### src/rtl/pattern_sweep_pkg.sv
// Shared types and MISR arithmetic for the pattern sweep capture block.
package pattern_sweep_pkg;

    typedef enum logic [1:0] {
        ST_IDLE   = 2'd0,
        ST_SETTLE = 2'd1,
        ST_EMIT   = 2'd2,
        ST_DONE   = 2'd3
    } state_e;

    localparam logic [15:0] DEFAULT_POLY = 16'h1021;

    // Signatures up to this width go through the shared step function.
    localparam int MAX_SIG_W = 64;

    function automatic logic [MAX_SIG_W-1:0] misr_step(
        input logic [MAX_SIG_W-1:0] sig,
        input logic [MAX_SIG_W-1:0] poly,
        input logic [MAX_SIG_W-1:0] din,
        input int                   w
    );
        logic [MAX_SIG_W-1:0] mask;
        logic                 msb;
        logic [MAX_SIG_W-1:0] nxt;
        mask = (w >= MAX_SIG_W) ? '1 : ((64'd1 << w) - 64'd1);
        msb  = |(sig & (64'd1 << (w - 1)));
        nxt  = (sig << 1) ^ (msb ? poly : '0) ^ din;
        return nxt & mask;
    endfunction

endpackage

### src/rtl/pattern_sweep_capture_if.sv
// Capture-record handshake between the sweep engine and its consumer.
interface pattern_sweep_capture_if #(
    parameter int IN_W  = 4,
    parameter int OUT_W = 1
);
    logic             rec_valid;
    logic             rec_ready;
    logic [IN_W-1:0]  rec_pat;
    logic [OUT_W-1:0] rec_resp;

    modport master (output rec_valid, output rec_pat, output rec_resp, input  rec_ready);
    modport slave  (input  rec_valid, input  rec_pat, input  rec_resp, output rec_ready);
endinterface

### src/rtl/misr_accum.sv
// Multiple-input signature register folding one response word per enable.
module misr_accum
    import pattern_sweep_pkg::*;
#(
    parameter int               SIG_W = 16,
    parameter int               OUT_W = 1,
    parameter logic [SIG_W-1:0] POLY  = SIG_W'(DEFAULT_POLY)
) (
    input  logic             CK,
    input  logic             reset,
    input  logic             clr,
    input  logic             en,
    input  logic [OUT_W-1:0] din,
    output logic [SIG_W-1:0] sig
);
    logic [SIG_W-1:0] sig_q, sig_d;

    always_comb begin
        sig_d = sig_q;
        if (clr)
            sig_d = '0;
        else if (en)
            sig_d = SIG_W'(misr_step(MAX_SIG_W'(sig_q), MAX_SIG_W'(POLY),
                                     MAX_SIG_W'(din), SIG_W));
    end

    always_ff @(posedge CK) begin
        if (reset) sig_q <= '0;
        else       sig_q <= sig_d;
    end

    assign sig = sig_q;
endmodule

### src/rtl/pattern_sweep_capture.sv
// Walks stim through 0..2^IN_W-1, samples resp after SETTLE cycles, emits one
// record per pattern over a valid/ready handshake and compresses responses into a MISR.
module pattern_sweep_capture
    import pattern_sweep_pkg::*;
#(
    parameter int               IN_W   = 4,
    parameter int               OUT_W  = 1,
    parameter int               SETTLE = 1,
    parameter int               SIG_W  = 16,
    parameter logic [SIG_W-1:0] POLY   = SIG_W'(DEFAULT_POLY)
) (
    input  logic                    CK,
    input  logic                    reset,
    input  logic                    start,
    input  logic                    abort,
    output logic [IN_W-1:0]         stim,
    input  logic [OUT_W-1:0]        resp,
    pattern_sweep_capture_if.master rec,
    output logic                    busy,
    output logic                    done,
    output logic [SIG_W-1:0]        signature
);
    state_e           state_q, state_d;
    logic [IN_W-1:0]  stim_q, stim_d;
    logic [7:0]       cnt_q, cnt_d;
    logic             rec_valid_q, rec_valid_d;
    logic [IN_W-1:0]  rec_pat_q, rec_pat_d;
    logic [OUT_W-1:0] rec_resp_q, rec_resp_d;
    logic             busy_q, busy_d;
    logic             done_q, done_d;
    logic             misr_clr, misr_en;

    always_comb begin
        state_d     = state_q;
        stim_d      = stim_q;
        cnt_d       = cnt_q;
        rec_valid_d = rec_valid_q;
        rec_pat_d   = rec_pat_q;
        rec_resp_d  = rec_resp_q;
        misr_clr    = 1'b0;
        misr_en     = 1'b0;

        if (abort) begin
            // Record contents and signature are left as they were for post-mortem.
            state_d     = ST_IDLE;
            stim_d      = '0;
            cnt_d       = '0;
            rec_valid_d = 1'b0;
        end else begin
            case (state_q)
                ST_IDLE, ST_DONE: begin
                    if (start) begin
                        state_d  = ST_SETTLE;
                        stim_d   = '0;
                        cnt_d    = 8'(SETTLE);
                        misr_clr = 1'b1;
                    end
                end
                ST_SETTLE: begin
                    if (cnt_q <= 8'd1) begin
                        state_d     = ST_EMIT;
                        cnt_d       = '0;
                        rec_pat_d   = stim_q;
                        rec_resp_d  = resp;
                        rec_valid_d = 1'b1;
                        misr_en     = 1'b1;
                    end else begin
                        cnt_d = cnt_q - 8'd1;
                    end
                end
                ST_EMIT: begin
                    if (rec.rec_ready) begin
                        rec_valid_d = 1'b0;
                        if (stim_q == '1) begin
                            state_d = ST_DONE;
                        end else begin
                            state_d = ST_SETTLE;
                            stim_d  = stim_q + 1'b1;
                            cnt_d   = 8'(SETTLE);
                        end
                    end
                end
                default: state_d = ST_IDLE;
            endcase
        end

        busy_d = (state_d == ST_SETTLE) || (state_d == ST_EMIT);
        done_d = (state_d == ST_DONE);
    end

    always_ff @(posedge CK) begin
        if (reset) begin
            state_q     <= ST_IDLE;
            stim_q      <= '0;
            cnt_q       <= '0;
            rec_valid_q <= 1'b0;
            rec_pat_q   <= '0;
            rec_resp_q  <= '0;
            busy_q      <= 1'b0;
            done_q      <= 1'b0;
        end else begin
            state_q     <= state_d;
            stim_q      <= stim_d;
            cnt_q       <= cnt_d;
            rec_valid_q <= rec_valid_d;
            rec_pat_q   <= rec_pat_d;
            rec_resp_q  <= rec_resp_d;
            busy_q      <= busy_d;
            done_q      <= done_d;
        end
    end

    misr_accum #(
        .SIG_W (SIG_W),
        .OUT_W (OUT_W),
        .POLY  (POLY)
    ) u_misr (
        .CK    (CK),
        .reset (reset),
        .clr   (misr_clr),
        .en    (misr_en),
        .din   (rec_resp_d),
        .sig   (signature)
    );

    assign stim          = stim_q;
    assign rec.rec_valid = rec_valid_q;
    assign rec.rec_pat   = rec_pat_q;
    assign rec.rec_resp  = rec_resp_q;
    assign busy          = busy_q;
    assign done          = done_q;
endmodule
### src/flat_wrapper.sv
// flat-port wrapper written by rule: the top's interface ports become plain ports
module pattern_sweep_capture_flat import pattern_sweep_pkg::*;
#(
    parameter int               IN_W   = 4,
    parameter int               OUT_W  = 1,
    parameter int               SETTLE = 1,
    parameter int               SIG_W  = 16,
    parameter logic [SIG_W-1:0] POLY   = SIG_W'(DEFAULT_POLY)
)
  (CK, reset, start, abort, stim, resp, busy, done, signature, rec_rec_valid, rec_rec_pat, rec_rec_resp, rec_rec_ready);
  pattern_sweep_capture_if #(.IN_W(IN_W), .OUT_W(OUT_W)) rec_i ();
  input  logic CK;
  input  logic reset;
  input  logic start;
  input  logic abort;
  output logic [IN_W-1:0] stim;
  input  logic [OUT_W-1:0] resp;
  output logic busy;
  output logic done;
  output logic [SIG_W-1:0] signature;
  output wire logic [$bits(rec_i.rec_valid)-1:0] rec_rec_valid;
  output wire logic [$bits(rec_i.rec_pat)-1:0] rec_rec_pat;
  output wire logic [$bits(rec_i.rec_resp)-1:0] rec_rec_resp;
  input wire logic [$bits(rec_i.rec_ready)-1:0] rec_rec_ready;
  assign rec_rec_valid = rec_i.rec_valid;
  assign rec_rec_pat = rec_i.rec_pat;
  assign rec_rec_resp = rec_i.rec_resp;
  assign rec_i.rec_ready = rec_rec_ready;
  pattern_sweep_capture #(.IN_W(IN_W), .OUT_W(OUT_W), .SETTLE(SETTLE), .SIG_W(SIG_W), .POLY(POLY)) u_core (.CK(CK), .reset(reset), .start(start), .abort(abort), .stim(stim), .resp(resp), .rec(rec_i), .busy(busy), .done(done), .signature(signature));
endmodule
### config.mk
export PLATFORM = sky130hd
export DESIGN_NAME = pattern_sweep_capture_flat
export DESIGN_NICKNAME = d
export VERILOG_FILES = /design/src/rtl/pattern_sweep_pkg.sv /design/src/rtl/pattern_sweep_capture_if.sv /design/src/rtl/misr_accum.sv /design/src/rtl/pattern_sweep_capture.sv /design/src/flat_wrapper.sv
export SDC_FILE = /design/constraint.sdc
export NUM_CORES = 1
export LEC_CHECK = 0
export ABC_AREA = 1
export CORE_MARGIN = 3
export CORE_UTILIZATION = 51
export DETAILED_ROUTE_END_ITERATION = 7
export PLACE_DENSITY = 0.88
export SYNTH_ARGS = -nofsm -noshare
export SYNTH_HDL_FRONTEND = slang
export SYNTH_SLANG_ARGS = --single-unit
### constraint.sdc
create_clock -name CK -period 1.8 [get_ports CK]
set_input_delay 0.45 -clock CK [delete_from_list [all_inputs] [get_ports CK]]
set_output_delay 0.45 -clock CK [all_outputs]
set_load 0.1 [all_outputs]
After elaboration in Yosys (flattened, before gate mapping)
Index checks and enable logic that the tools add are counted.
Word-level totals
  input port bits: 6
  word-level logic and storage cells: 65
  flip-flop bits (word level): 38
  output and inout port bits: 28
Operators by class
  equality and inequality tests: 11
  bitwise logic cells: 3
  reduce and logical (&&, ||, !) cells: 11
  $add $sub $neg: 2
  magnitude comparators: 1
  mux-type cells: 28
Operators with widths (number)
  8-bit two-way mux: 4
  8-bit case mux with 3 select lines: 1
  16-bit by 1-bit bitwise XOR with 16-bit output: 1
  16-bit by 13-bit bitwise XOR with 16-bit output: 1
  13-bit two-way mux: 1
  4-bit two-way mux: 3
  1-bit two-way mux: 11
  2-bit two-way mux: 5
  3-bit AND reduction: 3
  2-bit == test (second input constant): 4
  8-bit by 1-bit <= comparator with 1-bit output (second input constant): 1
  4-bit case mux with 2 select lines: 1
  8-bit by 1-bit subtractor with 8-bit output (second input constant): 1
  2-bit inequality test (second input constant): 3
  2-bit case mux with 3 select lines: 1
  2-bit OR reduction: 3
  4-bit by 1-bit adder with 4-bit output (second input constant): 1
  2-bit by 1-bit == test with 1-bit output (second input constant): 2
  4-bit == test (second input constant): 1
  4-bit AND reduction: 1
  2-bit nonzero test: 2
  2-bit logical NOT: 1
  2-bit by 1-bit inequality test with 1-bit output (second input constant): 1
  1-bit case mux with 2 select lines: 1
  2 further kinds: 2

Logic depth before layout (Yosys ltp)
  depth in word-level cells: 7
  depth in mapped cells: 13
  depth with buffers taken out: 13

Modules after synthesis
A second synthesis with hierarchy kept.
Second synthesis, totals
  cell total of the unflattened synthesis: 268
  area, all modules: 1875.5 um2
Modules (own cells, without submodules)
  pattern_sweep_capture: cells an instance 180, instances 1, area each 1196.1 um2, sequential area each 440.4 um2
  misr_accum: cells an instance 88, instances 1, area each 679.4 um2, sequential area each 320.3 um2

Worst setup path after synthesis
OpenSTA, ideal clock, no wires.
  kind: reg2reg
  from: register u_core.stim_q[0] (netlist: u_core.stim[0])
  to: register u_core.busy_q (netlist: u_core.busy)
  required time: 1671 ps
  cell stages (with the launch flop): 11
  period minus slack after synthesis: 2215 ps
  buffers on the path: 0
  setup time: 129 ps
  arrival time: 2086 ps
  path slack: -415 ps
  cell sequence: dfxtp_1 -> ha_1 -> nand2_1 -> nor2_1 -> o22ai_1 -> nand3_1 -> nand2_1 -> nor2_1 -> ha_1 -> inv_1 -> nor2_1
On the way
  longest elaborated chain between the ends: 7
  elaborated cells between the ends (all ways): 8
  those cells by class: 3 x eq/ne; 4 x mux; 1 x reduce/logical
RTL lines
  from (decl): line pattern_sweep_capture.sv:24  | logic [IN_W-1:0] stim_q, stim_d;
  from (signal assigned): line pattern_sweep_capture.sv:103  | stim_q <= stim_d;
  4-bit == test (*): line pattern_sweep_capture.sv:74  | if (stim_q == '1) begin
  2-bit two-way mux (*): line pattern_sweep_capture.sv:74
  2-bit two-way mux (*): line pattern_sweep_capture.sv:72  | if (rec.rec_ready) begin
  2-bit case mux with 3 select lines (*): line pattern_sweep_capture.sv:50  | case (state_q)
  2-bit two-way mux (*): line pattern_sweep_capture.sv:43  | if (abort) begin
  net u_core.state_d[1]: line pattern_sweep_capture.sv:23  | state_e state_q, state_d;
  2-bit by 1-bit == test with 1-bit output or 2-bit == test (tied branches): line pattern_sweep_capture.sv:87  | busy_d = (state_d == ST_SETTLE) || (state_d == ST_EMIT);
  1-bit logical OR (*): line pattern_sweep_capture.sv:87
  net u_core.busy_d: line pattern_sweep_capture.sv:29  | logic busy_q, busy_d;
  to (signal assigned): line pattern_sweep_capture.sv:108  | busy_q <= busy_d;
  to (decl): line pattern_sweep_capture.sv:29
Mark *: on every way through the listed nets, which the timed path passes. The rest lies on a longest branch.
A chain may end at the register's enable or synchronous reset.

Final worst setup path
Ends and elaborated chain as after synthesis.

==> metrics.txt <==
DIE WIDTH 65.21 um; final worst setup slack -0.1632 ns; status finished with violations; Worst-Skew Late Latency ~0.37 ns; CORE AREA 0.003203 mm^2; iteration-0 DRC count of the detailed router ~260; Register Area between 700 and 800 um^2; minimum clock period 1.963 ns; switching part of the total 34.84%; VDD IR max 0.4943 mV; synthesized instance count between 200 and 300; Avg Cell Area, Syn ~7.1 um^2; router iterations before antenna repair 6; first-pass GRT wire length between 10 and 15 mm; largest cells by area after synthesis dfxtp_1 43%, nor2_1 11%, nand2_1 9.9%; multi-input logic area slightly below 0.001 mm^2; post-DP HPWL between 3 and 4 mm; critical path fanouts, max 6; CTS max path bufs 2; largest net degree at the start of global routing 24; crit share post-route 109.1%; Syn-to-layout area delta 57.66%; Syn Std Cell Area about 0.0018 mm^2; placer congestion estimate 0.9357; CTS tree yes; diodes inserted 0; Sink Count 38; max cap viols 0; gr usage total approximately a third; commonest cells after routing, fill and taps aside 47 x nor2_1, 44 x nand2_1, 30 x buf_12, 30 x dfxtp_1, 23 x inv_1; Comb pwr share 28.7%; H-tree levels 2; # fillers 134; area share of the largest cell type after synthesis 42.55%; Setup Crit Path Kind reg -> reg; CP peak stage delay between 0.4 and 0.5 ns; crit-path cells ha_2 -> nand2_1 -> nor2_2 -> o22ai_2 -> nand3_4 -> nand2_2 -> nor2_1 -> ha_1 -> inv_1 -> nor2_2; share of layout cells above drive strength 1 roughly a third; setup_tns -0.3571 ns; Peak Freq a little over 0.5 GHz; port bufs 33; CTS clk-pin slew, worst paths between 0.1 and 0.15 ns; Die ar. roughly 0.0043 mm^2; initial core utilization 55.82%; Die Y about 65 um; DR vias/cell slightly above 6; NumNets Final between 300 and 400; initial antenna violation count 0; design area about 0.0028 mm^2; syn_nets between 200 and 300; Max Clock Skew around 0.028 ns; Max Transition Viols Final 0; most frequent CP cell nor2_2; Placed Area 0.002572 mm^2; WL/cell roughly 21 um; smallest hold slack between 0.5 and 0.6 ns; final hold violation count 0; HP Class reg -> reg; pwr/cell area between 700 and 800 mW/mm^2; post-synth top area cell dfxtp_1; routed vias between 2000 and 2500; Worst Max-Slew Pin Slew ~0.35 ns; total chip power about 2.1 mW; GR Overflow Total 0; register bit total from synthesis 38; critical path data arrival time about 2.3 ns; CTS buffer count 5; Sw Pwr 0.7328 mW; failing checks negative setup slack; final antenna-violating net count 0; Post-CTS Hold Buffers 0; CP Data Required Time around 2.1 ns; # rows 20; Internal around 1.4 mW; io pins 34; post-synthesis cell type count 26; number of cells in the finished layout apart from fillers between 300 and 400; Warnings, synthesis 0; worst rel slew slack 76.30%; leak pwr around 1.2 nW; setup violators final 7; # DRC 0; CTS root buffer clkbuf_4; RSZ-0062 raised after global routing yes; Clock Power Share ~28%; Seq/Total Area, Yosys between 40% and 50%; Inst Count DP around 340; commonest non-fill, non-tap cell in the layout nor2_1; vias in the first global route roughly 2100; total wire length about 7.6 mm; slowest CP cell dfxtp_4; endpoint class of the critical path flip-flop; sequential share of power 42.8%; critical path launch point type flip-flop
[power groups by stage]
stage               Combinational [mW]  Sequential, mW  Clock [mW]
floorplan                        0.191            1.02           0
global placement                 0.465           0.912           0
global route                     0.624           0.902       0.609
CTS                              0.501           0.896       0.575
detailed placement               0.484           0.914           0
finish                           0.604           0.900       0.599
[metal layers]
layer  part of all wire, %  vias to the layer above  global-route usage [%]
met4                   6.3                        0                   20.98
met5                     0                        -                       0
met1                    36                     1020                   34.83
met3                    12                       69                   9.744
met2                    46                      202                   54.11
li1                      -                      906                       -
[synth_stat cells, drive strengths merged]
| cell | count |
|---|---|
| nor2 | 58 |
| nand2 | 50 |
| dfxtp | 38 |
| inv | 31 |
| o21ai | 23 |
| a21oi | 18 |
| nand3 | 9 |
| ha | 6 |
| xor2 | 5 |
| buf | 3 |
| a21boi | 2 |
| clkbuf | 2 |
| nand4 | 2 |
| a31oi | 1 |
| nor3 | 1 |
| o22ai | 1 |
| xnor2 | 1 |
[cells by family after synthesis]
kind of cell,Yosys count,share of synthesized area [%]
compound gates,45,13.58
xor+xnor,6,2.939
fa+ha+maj,6,4.199
buf+inv,36,8.118
flops,38,42.55
simple gates,120,28.62
[registers in the layout (all words and copies together), names as in the netlist]
register and cells:
u_core.busy 1, u_core.cnt_q 8, u_core.done 1, u_core.rec.rec_pat 4, u_core.rec.rec_resp 1, u_core.rec.rec_valid 1
u_core.state_q 2, u_core.stim 4, u_core.u_misr.sig 16
[final cells by class]
type,instances,share of cell area [%]
flip-flops and latches,38,27.61
multi-input cells,177,34.71
clock inverters,3,1.420
well taps,44,1.953
repair buffers,56,28.67
clock buffers,5,1.332
inverters,31,4.305
[worst max-delay path, delay by kind of cell (launching register included)]
family / cells / cell delay, ns
AO/OA/AOI/OAI: 1 / 0.23
AND/OR/NAND/NOR: 6 / 0.68
adder cells (fa/ha/maj): 2 / 0.52
flip-flops: 1 / 0.41
buffers and inverters: 1 / 0.05
[metrics by stage]
stage / utilization [%] / setup WS, ns
floorplan: - / 0.1214
global placement: 80.31 / -0.05414
detailed placement: 80.31 / -0.2114
CTS: 84.14 / 0.004453
global route: 88.01 / -0.1781
finish: 88.01 / -0.1632
[path summary, 6_finish.rpt]
kind                    from               to  slack (ns)  cells after the start
min reg2reg  u_core.cnt_q[5]  u_core.cnt_q[5]        0.51                      2
min          u_core.cnt_q[5]  u_core.cnt_q[5]        0.51                      2
max           u_core.stim[0]      u_core.busy       -0.16                     10
max reg2reg   u_core.stim[0]      u_core.busy       -0.16                     10
[what timing repair did]
action | CTS | global route
setup endpoints to repair | 4 | 22
pin swaps | 1 | 5
buffers inserted | 4 | 4
gates resized for setup | 6 | 29
Note: power is estimated with default switching activity, not from simulation.
